**src/rtl/conv_window_builder.sv**
```systemverilog
// Streaming 3x3 window generator: buffers two image rows and emits one packed
// 72-bit neighbourhood per pixel that completes a full 3x3 window.
module conv_window_builder #(
   parameter int IMG_W = 8,
   parameter int IMG_H = 8
) (
   input  logic        clk_i,
   input  logic        rst_i,
   input  logic        start_i,
   input  logic        in_valid_i,
   input  logic [7:0]  in_pix_i,
   output logic        in_ready_o,
   output logic        out_valid_o,
   input  logic        out_ready_i,
   output logic [71:0] window_o,
   output logic        win_last_o
);

   localparam int CW = (IMG_W > 1) ? $clog2(IMG_W) : 1;
   localparam int RW = (IMG_H > 1) ? $clog2(IMG_H) : 1;

   logic [CW-1:0]         col_q, col_d;
   logic [RW-1:0]         row_q, row_d;
   logic [7:0]            line1_q [IMG_W];
   logic [7:0]            line2_q [IMG_W];
   // arr[r][c] packs to byte 3*r+c, so the array is directly the window format
   logic [2:0][2:0][7:0]  arr_q, arr_d;
   logic [71:0]           window_q, window_d;
   logic                  out_valid_q, out_valid_d;
   logic                  win_last_q, win_last_d;
   logic                  in_ready;
   logic                  accept;
   logic                  col_end;
   logic                  row_end;
   logic                  emit;

   always_comb begin
      in_ready = !start_i && (!out_valid_q || out_ready_i);
      accept   = in_valid_i && in_ready;
      col_end  = (col_q == CW'(IMG_W - 1));
      row_end  = (row_q == RW'(IMG_H - 1));
      emit     = accept && (row_q >= RW'(2)) && (col_q >= CW'(2));
   end

   always_comb begin
      col_d       = col_q;
      row_d       = row_q;
      arr_d       = arr_q;
      window_d    = window_q;
      out_valid_d = out_valid_q;
      win_last_d  = win_last_q;
      if (start_i) begin
         col_d       = '0;
         row_d       = '0;
         out_valid_d = 1'b0;
         win_last_d  = 1'b0;
      end else begin
         if (out_valid_q && out_ready_i) begin
            out_valid_d = 1'b0;
         end
         if (accept) begin
            for (int r = 0; r < 3; r++) begin
               arr_d[r][0] = arr_q[r][1];
               arr_d[r][1] = arr_q[r][2];
            end
            arr_d[0][2] = line2_q[col_q];
            arr_d[1][2] = line1_q[col_q];
            arr_d[2][2] = in_pix_i;
            if (col_end) begin
               col_d = '0;
               row_d = row_end ? '0 : row_q + RW'(1);
            end else begin
               col_d = col_q + CW'(1);
            end
         end
         // A fresh window overrides the consume-clear in the same cycle
         if (emit) begin
            window_d    = arr_d;
            out_valid_d = 1'b1;
            win_last_d  = row_end && col_end;
         end
      end
   end

   always_ff @(posedge clk_i or posedge rst_i) begin
      if (rst_i) begin
         col_q       <= '0;
         row_q       <= '0;
         arr_q       <= '0;
         window_q    <= '0;
         out_valid_q <= 1'b0;
         win_last_q  <= 1'b0;
      end else begin
         col_q       <= col_d;
         row_q       <= row_d;
         arr_q       <= arr_d;
         window_q    <= window_d;
         out_valid_q <= out_valid_d;
         win_last_q  <= win_last_d;
      end
   end

   // Line buffers hold no reset; rows 0..1 are rewritten before any window uses them
   always_ff @(posedge clk_i) begin
      if (accept) begin
         line2_q[col_q] <= line1_q[col_q];
         line1_q[col_q] <= in_pix_i;
      end
   end

   assign in_ready_o  = in_ready;
   assign out_valid_o = out_valid_q;
   assign window_o    = window_q;
   assign win_last_o  = win_last_q;

endmodule

```
**config.mk**
```make
export PLATFORM = sky130hd
export DESIGN_NAME = conv_window_builder
export DESIGN_NICKNAME = d
export VERILOG_FILES = /design/src/rtl/conv_window_builder.sv
export SDC_FILE = /design/constraint.sdc
export NUM_CORES = 1
export LEC_CHECK = 0
export BUFFER_PORTS_ARGS = -buffer_cell sky130_fd_sc_hd__buf_4
export CORE_MARGIN = 10
export CORE_UTILIZATION = 34
export DETAILED_ROUTE_END_ITERATION = 6
export PLACE_DENSITY_LB_ADDON = 0.15
export SYNTH_ARGS = -nofsm -noshare
export SYNTH_HDL_FRONTEND = slang
export SYNTH_SLANG_ARGS = --single-unit
export TNS_END_PERCENT = 50
```
**constraint.sdc**
```tcl
create_clock -name clk_i -period 8.9 [get_ports clk_i]
set_input_delay 0 -clock clk_i [delete_from_list [all_inputs] [get_ports clk_i]]
set_output_delay 0 -clock clk_i [all_outputs]
set_load 0.02 [all_outputs]
```
==> qor.yml <==
pwr:
  combPwrFrac_pct: 7.4
  clockPowerShare_pct: 44.0
  intPower_w: 0.002393
  switchingPower_w: 0.0006787
  powerDensity_mw_per_mm2: 233.0
  switching_share_pct: 22.09
  seqPwrFrac_pct: 48.7
  leakagePower_nw: 5.502
  ir_drop_mv: 0.1337
global_route:
  overflow: 0
  grt_max_degree: 81
  grt_usage_pct: 11.99
  grt_antenna_before_repair: 0
  grt_pass1_wl_um: 37440
  grt_pass1_vias: 6214
layout:
  stdcell_area_mm2: 0.01318
  seq_area_mm2: 0.007649
  multi_input_area_mm2: 0.003064
  post_route_cells_drive_above_1_share_pct: 38.71
  synthToLayoutAreaGrowth_pct: 19.87
  final_nets: 757
  n_antenna_cell: 0
  fill_cells: 2863
worst_setup_path:
  required_ns: 9.33
  path_max_fanout: 58
  cpMostUsedCell: "buf_4"
  crit_arrival_ns: 4.07
  path_cells: "buf_4 -> inv_1 -> ha_1 -> or3_4 -> o31ai_4 -> or2_4 -> buf_4 -> mux2_2"
  critical_path.max_stage_delay_ns: 0.85
  cp-end-kind: "flop"
  cp_slowest_cell: "buf_4"
  worstSetupStartpointType: "flop"
  worst-setup-path-type: "reg2reg"
die:
  die_area_mm2: 0.03994
  die-height_um: 199.9
  ioPinCount: 88
  initial_core_util_pct: 34.67
  core_area_mm2: 0.03172
  rows: 65
  die_w_um: 199.9
clock_network:
  root_buffer: "clkbuf_16"
  cts_made_buffers: 30
  clock_path_buffers: 3
  cts_tree: "done"
  clk-insertion-delay-late_ns: 0.55
  h-tree-depth: 1
  path_clk_slew_ns: 0.06
  clock-sinks: 280
yosys:
  syn_inst: 635
  async_flop_share_pct: 54.29
  synth_fp_nets: 654
  post-synth-top-count-cell: "dfrtp_1"
  ys_ff_latch: 280
  synth_ff_type: "dfrtp_1"
  synthTopCellsByCount: "152 x dfrtp_1, 128 x edfxtp_1, 72 x mux2_2, 50 x mux2_4, 36 x nand2_1"
  ys_types: 50
  synth_top_area_share_pct: 34.95
  synth_top_area_cell: "edfxtp_1"
  netlist_top_cells_area: "edfxtp_1 35%, dfrtp_1 35%, mux2_2 7.4%"
  yosys_warnings: 0
  syn_area_mm2: 0.01100
  synth_edf_count: 128
  synth_area_per_cell_um2: 17.32
  yosysSeqAreaShare_pct: 69.53
timing:
  rsz0062_at_grt: "false"
  drv_slew: 0
  setup_viol_count_final: 0
  fin_crit_ns: 3.647
  hold_viol_final: 0
  relSlewSlack_pct: 23.94
  max_slew.worst_pin.slew_ns: 1.141
  finClkSkew_ns: 0.01273
  period_share_pct: 40.98
  fin_tns_setup_ns: 0
  fmax_ghz: 0.2742
hold_path:
  min_path_type: "in2async"
placed_design:
  place.gp.congestion: 0.7396
  io_buffers: 87
  place_area_mm2: 0.01196
  dp_hpwl_um: 14900
routing:
  drt-wirelength-per-cell_um: 20.67
  ant_nets: 0
  finalWirelength_um: 24060
  drtIter0Drc: 355
  vias: 5738
  drc: 0
  first_pass_iters: 7
  via_per_inst: 4.930
run:
  drv_cap: 0
outcome:
  outcome: "finished, final reports clean"
## power groups by stage
stage | combinational, W | sequential (W) | clock (W)
6_report | 0.000227 | 0.00150 | 0.00135
5_1_grt | 0.000253 | 0.00151 | 0.00144
4_1_cts | 0.000233 | 0.00150 | 0.00138
3_5_place_dp | 0.000228 | 0.00152 | 0
3_3_place_gp | 0.000219 | 0.00152 | 0
2_1_floorplan | 0.000164 | 0.00151 | 0
## cell type report
class / instances / share of cell area (%)
clock inverters: 19 / 1.727
well taps: 402 / 3.815
inverters: 8 / 0.2657
flip-flops and latches: 280 / 58.01
repair buffers: 107 / 6.340
multi-input cells: 311 / 23.24
clock buffers: 37 / 6.596
## state kept, by name, indices dropped and copies added (netlist names)
| signal | count |
|---|---|
| arr_q | 72 |
| window_o | 72 |
| line1_q | 64 |
| line2_q | 64 |
| col_q | 3 |
| row_q | 3 |
| out_valid_o | 1 |
| win_last_o | 1 |
## metal layers
layer,routed length [um],GRT usage (%),vias up
met4,409,2.944,0
met5,0,0,-
met2,11340,19.61,116
met1,11250,16.37,2976
li1,-,-,2614
met3,1056,1.892,32
## final timing paths
kind,start,endpoint,slack [ns],cells past startpoint
max,col_q[0],window_o[69],5.25,8
min,rst_i,arr_q[24],0.12,3
max reg2reg,col_q[0],window_o[69],5.25,8
min reg2reg,arr_q[20],arr_q[20],0.48,2
max in group asynchronous,rst_i,col_q[2],7.31,4
min in group clk_i,start_i,col_q[0],0.23,3
## critical path: cells and delay by family (launching register included)
family	cells	cell delay [ns]
buf+inv	3	1.49
simple gates	2	0.72
mux	1	0.42
flops	1	0.32
fa+ha+maj	1	0.30
compound gates	1	0.12
## repair_timing
| item | CTS | global route |
|---|---|---|
| hold buffers | 13 | 0 |
| gates resized for setup | 0 | 0 |
| endpoints found under the hold margin | 170 | 0 |
| buffers inserted | 0 | 0 |
| setup endpoints to repair | 0 | 0 |
## kinds of logic (layout without fill, tap and decap cells)
group | after synthesis | in the layout | share of synthesized area (%)
buf+inv | 44 | 171 | 2.924
compound gates | 69 | 69 | 4.335
fa+ha+maj | 6 | 6 | 0.6826
mux | 148 | 148 | 18.40
simple gates | 88 | 88 | 4.130
flops | 280 | 280 | 69.53
## stage by stage
step                std cells  power (W)  setup slack, ns  utilization (%)  hold WS, ns
finish                   1164   0.003072            5.253            41.57       0.1168
global route             1164   0.003196            5.070            41.57       0.2067
CTS                      1164   0.003114            5.228            41.57       0.1745
detailed placement       1095   0.001750            5.234            37.70       0.2034
global placement         1095   0.001735            5.355            37.70       0.1860
floorplan                 635   0.001670            4.807                -      0.06314
## layout by cell type (no fill, tap or decap), types with 4 or more instances in the layout
cell	Yosys	layout
edfxtp_1	128	128
clkbuf_8	0	5
a22oi_1	5	5
o21ai_0	20	20
a21oi_1	7	7
mux2_2	72	72
a31oi_1	11	11
dfrtp_1	152	151
dlygate4sd3_1	0	13
clkinv_2	0	5
and3_1	7	7
nor3_1	6	4
a32oi_1	13	13
mux2i_1	9	9
bufinv_16	0	5
ha_1	6	6
buf_4	3	94
and2_1	4	4
mux4_2	16	16
clkbuf_16	0	32
inv_1	7	6
and4_1	4	4
nand2_1	36	36
mux2_4	50	50
clkinv_1	0	4
nor2_1	10	10
Power figures use the tool's default switching activity.
